$ cat config.mk
export PLATFORM = sky130hd
export DESIGN_NAME = systolic_skew_feeder
export DESIGN_NICKNAME = d
export VERILOG_FILES = /design/src/rtl/tpu_pkg.sv /design/src/rtl/fp8_tile_buffer.sv /design/src/rtl/systolic_skew_feeder.sv
export SDC_FILE = /design/constraint.sdc
export NUM_CORES = 1
export LEC_CHECK = 0
export ABC_AREA = 1
export CAP_MARGIN = 10
export CORE_ASPECT_RATIO = 1.5
export CORE_UTILIZATION = 50
export DETAILED_ROUTE_END_ITERATION = 7
export PLACE_DENSITY = 0.81
export SLEW_MARGIN = 40
export SYNTH_ARGS = -nofsm -noshare
export SYNTH_HDL_FRONTEND = slang
export SYNTH_SLANG_ARGS = --single-unit
$ cat constraint.sdc
create_clock -name clk -period 1.5 [get_ports clk]
set_input_delay 0.3 -clock clk [delete_from_list [all_inputs] [get_ports clk]]
set_output_delay 0.3 -clock clk [all_outputs]
set_load 0.05 [all_outputs]
$ cat src/rtl/tpu_pkg.sv
// Shared definitions for the systolic-array front end: operand widths, PE pipeline depth,
// feeder state encoding and the E4M3 zero byte.
package tpu_pkg;

    localparam int unsigned FP8_W      = 8;
    localparam int unsigned BF16_W     = 16;
    localparam int unsigned PE_LATENCY = 3;

    // E4M3 +0: feeding it yields a zero product inside the PE.
    localparam logic [FP8_W-1:0] E4M3_ZERO = 8'h00;

    typedef enum logic [2:0] {
        StLoadA,
        StLoadB,
        StClear,
        StStream,
        StDrain,
        StDone
    } feeder_state_e;

    function automatic int unsigned max_u(int unsigned a, int unsigned b);
        return (a > b) ? a : b;
    endfunction

endpackage

$ cat src/rtl/fp8_tile_buffer.sv
// N x K byte buffer, written one row (or column) per beat, read back as N skewed lanes:
// lane l at step t carries entry [l][t-l], or E4M3 zero outside the valid diagonal band.
module fp8_tile_buffer
    import tpu_pkg::*;
#(
    parameter int unsigned N     = 2,
    parameter int unsigned K     = 2,
    parameter int unsigned AddrW = $clog2(N) + 1,
    parameter int unsigned StepW = 3
) (
    input  logic                 clk_i,
    input  logic                 rst_ni,
    input  logic                 we_i,
    input  logic [AddrW-1:0]     waddr_i,
    input  logic [FP8_W*K-1:0]   wdata_i,
    input  logic [StepW-1:0]     step_i,
    output logic [FP8_W*N-1:0]   lanes_o
);

    logic [FP8_W-1:0] mem_q [N][K];

    // Beat write; reset discards any partially loaded tile.
    always_ff @(posedge clk_i) begin
        if (!rst_ni) begin
            for (int r = 0; r < int'(N); r++) begin
                for (int k = 0; k < int'(K); k++) begin
                    mem_q[r][k] <= E4M3_ZERO;
                end
            end
        end else if (we_i) begin
            for (int r = 0; r < int'(N); r++) begin
                if (int'(waddr_i) == r) begin
                    for (int k = 0; k < int'(K); k++) begin
                        mem_q[r][k] <= wdata_i[FP8_W*k +: FP8_W];
                    end
                end
            end
        end
    end

    // Skewed read: lane l picks element k when t == l + k, which is exactly one k or none.
    always_comb begin
        lanes_o = {N{E4M3_ZERO}};
        for (int l = 0; l < int'(N); l++) begin
            for (int k = 0; k < int'(K); k++) begin
                if (int'(step_i) == l + k) begin
                    lanes_o[FP8_W*l +: FP8_W] = mem_q[l][k];
                end
            end
        end
    end

endmodule

$ cat src/rtl/systolic_skew_feeder.sv
// Loads one FP8 A/B tile pair over valid/ready, then replays it diagonally skewed into the
// west and north edges of an N x N PE array, issuing the accumulator clear up front and
// flagging tile_done once the last PE result has settled.
module systolic_skew_feeder #(
    parameter int unsigned N          = 2,
    parameter int unsigned K          = 2,
    parameter int unsigned PE_LATENCY = tpu_pkg::PE_LATENCY
) (
    input  logic                          clk,
    input  logic                          rst,
    input  logic                          in_valid,
    output logic                          in_ready,
    input  logic [tpu_pkg::FP8_W*K-1:0]   in_data,
    output logic [tpu_pkg::FP8_W*N-1:0]   a_edge,
    output logic [tpu_pkg::FP8_W*N-1:0]   b_edge,
    output logic                          clear,
    output logic                          busy,
    output logic                          tile_done
);
    import tpu_pkg::*;

    localparam int unsigned BeatW     = $clog2(N) + 1;
    localparam int unsigned StreamLen = K + N - 1;
    localparam int unsigned DrainLen  = N - 1 + PE_LATENCY;
    localparam int unsigned StepMax   = max_u(StreamLen, DrainLen);
    localparam int unsigned StepW     = $clog2(StepMax + 1);
    localparam int unsigned LaneW     = FP8_W * N;

    feeder_state_e    state_q, state_d;
    logic [BeatW-1:0] beat_q, beat_d;
    logic [StepW-1:0] step_q, step_d;

    logic             in_ready_q, in_ready_d;
    logic             clear_q, clear_d;
    logic             busy_q, busy_d;
    logic             tile_done_q, tile_done_d;
    logic [LaneW-1:0] a_edge_q, a_edge_d;
    logic [LaneW-1:0] b_edge_q, b_edge_d;

    logic             hs;
    logic             a_we, b_we;
    logic [LaneW-1:0] a_lanes, b_lanes;

    // in_ready_q is only ever high in the load states, so it alone qualifies a handshake.
    assign hs   = in_valid && in_ready_q;
    assign a_we = hs && (state_q == StLoadA);
    assign b_we = hs && (state_q == StLoadB);

    // Both buffers share the same skew rule: lane l reads [l][t-l] (A row l, B column l).
    fp8_tile_buffer #(
        .N     (N),
        .K     (K),
        .AddrW (BeatW),
        .StepW (StepW)
    ) u_a_buf (
        .clk_i   (clk),
        .rst_ni  (rst),
        .we_i    (a_we),
        .waddr_i (beat_q),
        .wdata_i (in_data),
        .step_i  (step_d),
        .lanes_o (a_lanes)
    );

    fp8_tile_buffer #(
        .N     (N),
        .K     (K),
        .AddrW (BeatW),
        .StepW (StepW)
    ) u_b_buf (
        .clk_i   (clk),
        .rst_ni  (rst),
        .we_i    (b_we),
        .waddr_i (beat_q),
        .wdata_i (in_data),
        .step_i  (step_d),
        .lanes_o (b_lanes)
    );

    // Phase sequencing; counters only advance below their terminal value, so they never wrap.
    always_comb begin
        state_d = state_q;
        beat_d  = beat_q;
        step_d  = step_q;
        unique case (state_q)
            StLoadA: begin
                if (hs) begin
                    if (beat_q == BeatW'(N - 1)) begin
                        state_d = StLoadB;
                        beat_d  = '0;
                    end else if (beat_q < BeatW'(N - 1)) begin
                        beat_d = beat_q + 1'b1;
                    end
                end
            end
            StLoadB: begin
                if (hs) begin
                    if (beat_q == BeatW'(N - 1)) begin
                        state_d = StClear;
                        beat_d  = '0;
                    end else if (beat_q < BeatW'(N - 1)) begin
                        beat_d = beat_q + 1'b1;
                    end
                end
            end
            StClear: begin
                state_d = StStream;
                step_d  = '0;
            end
            StStream: begin
                if (step_q == StepW'(StreamLen - 1)) begin
                    state_d = StDrain;
                    step_d  = '0;
                end else if (step_q < StepW'(StreamLen - 1)) begin
                    step_d = step_q + 1'b1;
                end
            end
            StDrain: begin
                if (step_q == StepW'(DrainLen - 1)) begin
                    state_d = StDone;
                    step_d  = '0;
                end else if (step_q < StepW'(DrainLen - 1)) begin
                    step_d = step_q + 1'b1;
                end
            end
            StDone: begin
                state_d = StLoadA;
                beat_d  = '0;
                step_d  = '0;
            end
            default: begin
                state_d = StLoadA;
                beat_d  = '0;
                step_d  = '0;
            end
        endcase
    end

    // Outputs are decoded from the next state so the registered copies line up with it.
    always_comb begin
        in_ready_d  = (state_d == StLoadA) || (state_d == StLoadB);
        clear_d     = (state_d == StClear);
        busy_d      = (state_d == StClear) || (state_d == StStream) ||
                      (state_d == StDrain) || (state_d == StDone);
        tile_done_d = (state_d == StDone);
        a_edge_d    = {N{E4M3_ZERO}};
        b_edge_d    = {N{E4M3_ZERO}};
        if (state_d == StStream) begin
            a_edge_d = a_lanes;
            b_edge_d = b_lanes;
        end
    end

    // State, counters and registered outputs; reset aborts any tile in flight.
    always_ff @(posedge clk) begin
        if (!rst) begin
            state_q     <= StLoadA;
            beat_q      <= '0;
            step_q      <= '0;
            in_ready_q  <= 1'b0;
            clear_q     <= 1'b0;
            busy_q      <= 1'b0;
            tile_done_q <= 1'b0;
            a_edge_q    <= '0;
            b_edge_q    <= '0;
        end else begin
            state_q     <= state_d;
            beat_q      <= beat_d;
            step_q      <= step_d;
            in_ready_q  <= in_ready_d;
            clear_q     <= clear_d;
            busy_q      <= busy_d;
            tile_done_q <= tile_done_d;
            a_edge_q    <= a_edge_d;
            b_edge_q    <= b_edge_d;
        end
    end

    assign in_ready  = in_ready_q;
    assign clear     = clear_q;
    assign busy      = busy_q;
    assign tile_done = tile_done_q;
    assign a_edge    = a_edge_q;
    assign b_edge    = b_edge_q;

endmodule
==> results of run 1 <==
==> tightest hold or removal path, delay by kind of cell, from the launching register on <==
kind          cells  cell delay, ps
flops             1             350
simple gates      2             120
==> layout by cell type (no fill, tap or decap), types with 9 or more instances in the layout <==
master           Yosys  routed
nor2_1              85      57
buf_4                0      32
nor2_2               5      24
clkbuf_16            0      12
edfxtp_1            64      64
dfxtp_1             44      37
buf_12               0      54
nand3_2             31      28
nor2_4               0       9
nand2_1             29      20
inv_2                3      11
a21oi_2             30      32
nand4_1             32      32
clkdlybuf4s50_1      0      17
inv_1               36      24
==> cell families (layout without fill, tap and decap cells) <==
kind of cell / count (synthesis) / in the layout / synth area share (%)
adder cells (fa/ha/maj): 4 / 4 / 1.09
buffers and inverters: 62 / 169 / 6.73
AND/OR/NAND/NOR: 193 / 193 / 23.2
flip-flops: 108 / 108 / 61.0
AO/OA/AOI/OAI: 48 / 48 / 7.98
==> routing by layer <==
layer  wire [um]  track usage (%)
met5           0                0
met4         816             19.3
met3         949             2.99
met2        7210             45.2
met1        4580             30.2
==> metrics by stage <==
step | worst slack (ps) | setup TNS [ps] | area (sq um)
3_3_place_gp | -363 | -37560 | 5960
4_1_cts | -248 | -6140 | 6610
5_1_grt | -354 | -16320 | 6920
6_report | -298 | -9870 | 6920
2_1_floorplan | -93.6 | -2770 | 4640
3_5_place_dp | -495 | -48140 | 5960
==> worst max path at each step <==
stage	start	end	cells past startpoint
2_1_floorplan	step_q[0]	b_edge[2]	11
3_3_place_gp	in_valid	u_a_buf.mem_q[0][7]	7
3_5_place_dp	in_valid	u_a_buf.mem_q[0][4]	7
4_1_cts	step_q[0]	b_edge[6]	13
5_1_grt	step_q[0]	a_edge[13]	11
6_report	step_q[0]	a_edge[13]	10
==> area by class of cell <==
type / count / area [sq um]
repair buffers: 113 / 1680
clock inverters: 1 / 8.76
multi-input cells: 245 / 1790
clock buffers: 15 / 309
well taps: 110 / 138
flip-flops and latches: 108 / 2820
inverters: 40 / 163
fillers: 442 / 1970
==> cell usage after synthesis <==
library cell	instances	area (sq um)
nand3_1	4	20.0
nor2_1	85	319
nand2_1	29	109
clkbuf_1	2	7.51
nand3_4	1	17.5
buf_8	3	45.0
o21a_1	2	15.0
nor2_8	1	20.0
o21ai_1	1	5.00
a31oi_1	3	18.8
o21ai_0	4	20.0
a21oi_1	6	30.0
edfxtp_1	64	1920
inv_2	3	11.3
dfxtp_1	44	881
clkinv_2	1	5.00
buf_6	2	22.5
clkbuf_4	3	22.5
o21ai_2	1	8.76
o22ai_1	1	6.26
nand2_2	4	25.0
nand2_4	1	11.3
buf_2	12	60.1
ha_1	4	50.1
nand3_2	31	310
inv_1	36	135
a21oi_2	30	263
nor2_2	5	31.3
nand4_1	32	200
==> flip-flops by register name (all words and copies together) (netlist names) <==
register / count
clear: 1
b_edge: 16
busy: 1
u_b_buf.mem_q: 32
tile_done: 1
in_ready: 1
step_q: 3
state_q: 3
beat_q: 2
a_edge: 16
u_a_buf.mem_q: 32
==> report_power, final <==
| group | internal [mW] | switching, mW | total (mW) |
|---|---|---|---|
| combinational | 0.158 | 0.228 | 0.386 |
| sequential | 3.23 | 0.0479 | 3.28 |
| clock | 1.42 | 1.04 | 2.46 |
==> repair_timing <==
action,CTS,global route
setup buffers,11,8
gates resized for setup,31,62
pin swaps,13,18
hold buffers,0,0
cloned,4,2
endpoints found under the setup margin,118,138
==> flow_summary.toml, run 1 <==
[die]
dieHeight_um = 119
fp.dieArea_sq_um = 9580
coreArea_sq_um = 8880
die_w_um = 80.2
start_util_pct = 51.7
pin_count = 55
rows = 42

[worst_setup_path]
slowest_delay_ps = 360
cp.required_ps = 1780
path_cells = "ha_4, ha_4, o21ai_2, nand2_1, inv_1, nand2_2, buf_4, buf_12, nand4_1, a21oi_2"
timing.rr.end = "a_edge[13]"
critical_path_buf_inv_count = 3
endpoint_kind = "flip-flop"
reg2regPathDepth = 10
worstSetupPathType = "flip-flop to flip-flop"
reg2reg_from = "step_q[0]"
regToRegSetupSlack_ps = -300
slowest_stage = "dfxtp_4"
crit_path_start_kind = "flip-flop"
critPathArrivalTime_ps = 2080
crit_family = "adder cells"
crit_path_max_fanout = 9
path_common_cell = "ha_4"

[sta]
fin_crit_sh_pct = 120
relSlewSlack_pct = 77.6
hold_violations = 0
fin_skew_ps = 10.8
setup_violations = 89
holdWs_ps = 510
fmax_mhz = 556
worst_slew_pin_slew_ps = 336
rsz0062_at_grt = "yes"
fin_crit_ps = 1800
setup_slack_ps = -298
drv_slew = 0

[clock_tree]
cts.sink_count = 108
cts_tree = "built"
htree_num_levels = 3
cts_buffers = 9
insertion_delay_ps = 360
cts_root_buffer = "clkbuf_16"
clock_path_buffers = 2
path_clk_slew_ps = 70

[routing]
route.detailed.drc = 0
antenna_left = 0
vias = 3749
wl_per_cell_um = 21.4
drt-vias-per-instance = 5.93
first_pass_iters = 5
drt_iter0_drc = 538
routed_wl_um = 13600

[cells_and_area]
drive_gt1_share_pct = 48.9
utilization_pct = 77.9
instances_no_fill = 632
num-nets-final = 540
antennaDiodeCount = 0
syn2layout_area_growth_pct = 50.6

[synthesis]
syn_area_sq_um = 4590
ys_seq_elements = 108
syn_inst = 415
yosysSeqAreaShare_pct = 61.0
yosysWarnings = 0
synth_nets = 438
synth_cell_type_count = 29
synth.avg_cell_area_sq_um = 11.1

[placement]
dp_hpwl_um = 7570
place_congestion = 0.887
port_buffers = 54
placed_cells = 592

[global_routing]
overflow = 0
grt_pass1_wl_um = 18400
gr-usage-all-layers_pct = 26.6
grt_max_degree = 25
antenna_found_initial = 0
grt_pass1_vias = 3543

[hold_path]
min_to = "beat_q[1]"
hold_class = "flip-flop to flip-flop"
hold-path-cell-count = 2
min_from = "beat_q[1]"

[flow_run]
maxCapViolCount = 0

[run_status]
status = "finished with violations"
violations = "setup timing"

[power_and_ir_drop]
p_leak_nw = 2.69
power_mw = 6.12
ir_drop_mv = 0.930
powerDensity_nw_per_um2 = 885
(Power assumes the default switching activity.)
==> run 2: changes to the inputs <==
--- a/config.mk
+++ b/config.mk
@@ -7,7 +7,7 @@
 export LEC_CHECK = 0
 export ABC_AREA = 1
 export CAP_MARGIN = 10
-export CORE_ASPECT_RATIO = 1.5
+export CORE_ASPECT_RATIO = 1.75
 export CORE_UTILIZATION = 50
 export DETAILED_ROUTE_END_ITERATION = 7
 export PLACE_DENSITY = 0.81
==> run 2 against run 1 <==
The run still ends with setup timing left. Total power fell by 2.3%. Routed wire length fell by 9.6%. Sequential share of layout area rose by 1.1 points. Clock skew rose by 1.4 ps. Design area fell by 2.4%. Via count fell by 4.9%.
==> flow_summary.toml, run 2 (synthesis gave the netlist of run 1 again) <==
[run_status]
status = "finished with violations"
violations = "setup timing"

[global_routing]
antenna_found_initial = 0
gr-usage-all-layers_pct = 25.1
overflow = 0
grt_pass1_vias = 3490
grt_max_degree = 27
grt_pass1_wl_um = 17300

[cells_and_area]
reg_top3 = "u_a_buf.mem_q: 32 flops, u_b_buf.mem_q: 32 flops"
drive_gt1_share_pct = 45.8
fin_area_sq_um = 6750
layout_common_cells = "nor2_1, edfxtp_1, buf_12, dfxtp_1, a21oi_2"
mostFrequentLayoutCell = "nor2_1"
num-nets-final = 536
antennaDiodeCount = 0
syn2layout_area_growth_pct = 46.9

[clock_tree]
clock_path_buffers = 2
cts_hold_buffers = 0
cts_root_buffer = "clkbuf_16"
cts_tree = "built"
path_clk_slew_ps = 70
cts_buffers = 9
htree_num_levels = 3
insertion_delay_ps = 360
cts.sink_count = 108

[sta]
fin_skew_ps = 12.2
worst_slew_pin_slew_ps = 400
fin_crit_ps = 1780
setup_violations = 43
drv_slew = 0
rsz0062_at_grt = "yes"
fmax_mhz = 563
hold_violations = 0
fin_crit_sh_pct = 118
fin_setup_tns_ps = -7810
setup_slack_ps = -276
relSlewSlack_pct = 73.2

[worst_setup_path]
crit_family = "simple AND/OR/NAND/NOR gates"
cp.required_ps = 1790
crit_path_start_kind = "flip-flop"
critPathArrivalTime_ps = 2060
critical_path_buf_inv_count = 4
crit_path_max_fanout = 8
path_cells = "buf_4, buf_4, nor2_4, a21oi_2, nand2_2, nand3_4, nor2_8, buf_12, buf_12, nand3_2, a21oi_2"
slowest_delay_ps = 370
slowest_stage = "dfxtp_4"
worstSetupPathType = "flip-flop to flip-flop"
endpoint_kind = "flip-flop"

[routing]
first_pass_iters = 5
vias = 3565
antenna_left = 0
drt_iter0_drc = 306
routed_wl_um = 12300
wl_per_cell_um = 19.3
route.detailed.drc = 0
drt-vias-per-instance = 5.61

[power_and_ir_drop]
clockPowerShare_pct = 39.3
power_frac_seq_pct = 54.7
p_int_mw = 4.67
powerDensity_nw_per_um2 = 887
p_comb_share_pct = 6.0
power_mw = 5.98
switching_share_pct = 21.9
p_leak_nw = 2.61
ir_drop_mv = 0.748
p_switching_mw = 1.31

[die]
rows = 45
pin_count = 55
fp.dieArea_sq_um = 9590
start_util_pct = 52.3
coreArea_sq_um = 8780
dieHeight_um = 129
die_w_um = 74.4

[placement]
port_buffers = 54
placed_cell_area_sq_um = 5980
dp_hpwl_um = 7790
place_congestion = 0.958

[hold_path]
hold_class = "flip-flop to flip-flop"

[flow_run]
maxCapViolCount = 0
==> run 2: changes by cell type in the layout (fill, tap and decap cells not counted), moves of 3 or more <==
cell	previous run	this run
nor2_2	24	8
nor2_1	57	70
clkbuf_8	4	0
buf_12	54	51
nor2_4	9	12
==> run 2: final timing paths <==
check / from / slack [ps] / endpoint / cells after the start
worst min-delay path: beat_q[1] / 500 / beat_q[1] / 2
worst max register to register: step_q[0] / -280 / b_edge[1] / 11
worst max-delay path: step_q[0] / -280 / b_edge[1] / 11
worst min register to register: beat_q[1] / 500 / beat_q[1] / 2
==> run 2: area by class of cell <==
type / count / area, sq um
Inverter: 40 / 163
Clock inverter: 6 / 63.8
Clock buffer: 10 / 229
Fill cell: 495 / 2040
Timing Repair Buffer: 109 / 1590
Sequential cell: 108 / 2830
Tap cell: 117 / 146
Multi-Input combinational cell: 245 / 1730
==> run 2: per-layer routing <==
layer / track usage (%) / routed length, um
met5: 0 / 0
met4: 16.5 / 720
met3: 5.01 / 606
met2: 45.6 / 6920
met1: 24.7 / 4010
==> run 2: what timing repair did <==
| item | in CTS | in global routing |
|---|---|---|
| pin swaps | 7 | 19 |
| endpoints found under the setup margin | 105 | 137 |
| gates cloned | 2 | 2 |
| setup buffers | 5 | 9 |
| resized for setup | 21 | 63 |
==> run 2: tightest hold or removal path, stage by stage (launching register included) <==
cell,delay [ps]
dfxtp_2,360
nand2_1,80
nor2_1,40
==> run 2: power by group through the flow <==
stage	sequential [mW]	combinational [mW]	clock, mW
2_1_floorplan	3.33	0.132	0
3_3_place_gp	3.33	0.288	0
3_5_place_dp	3.34	0.299	0
4_1_cts	3.27	0.309	2.36
5_1_grt	3.28	0.379	2.47
6_report	3.27	0.360	2.35
==> run 2: metrics by stage <==
step	cells	worst slack [ps]	hold slack [ps]	util (%)
after floorplan	415	-93.6	446	-
after global placement	602	-309	464	68.1
after detailed placement	602	-392	468	68.1
after CTS	625	-233	481	73.6
after global routing	635	-356	502	76.8
final	635	-276	498	76.8
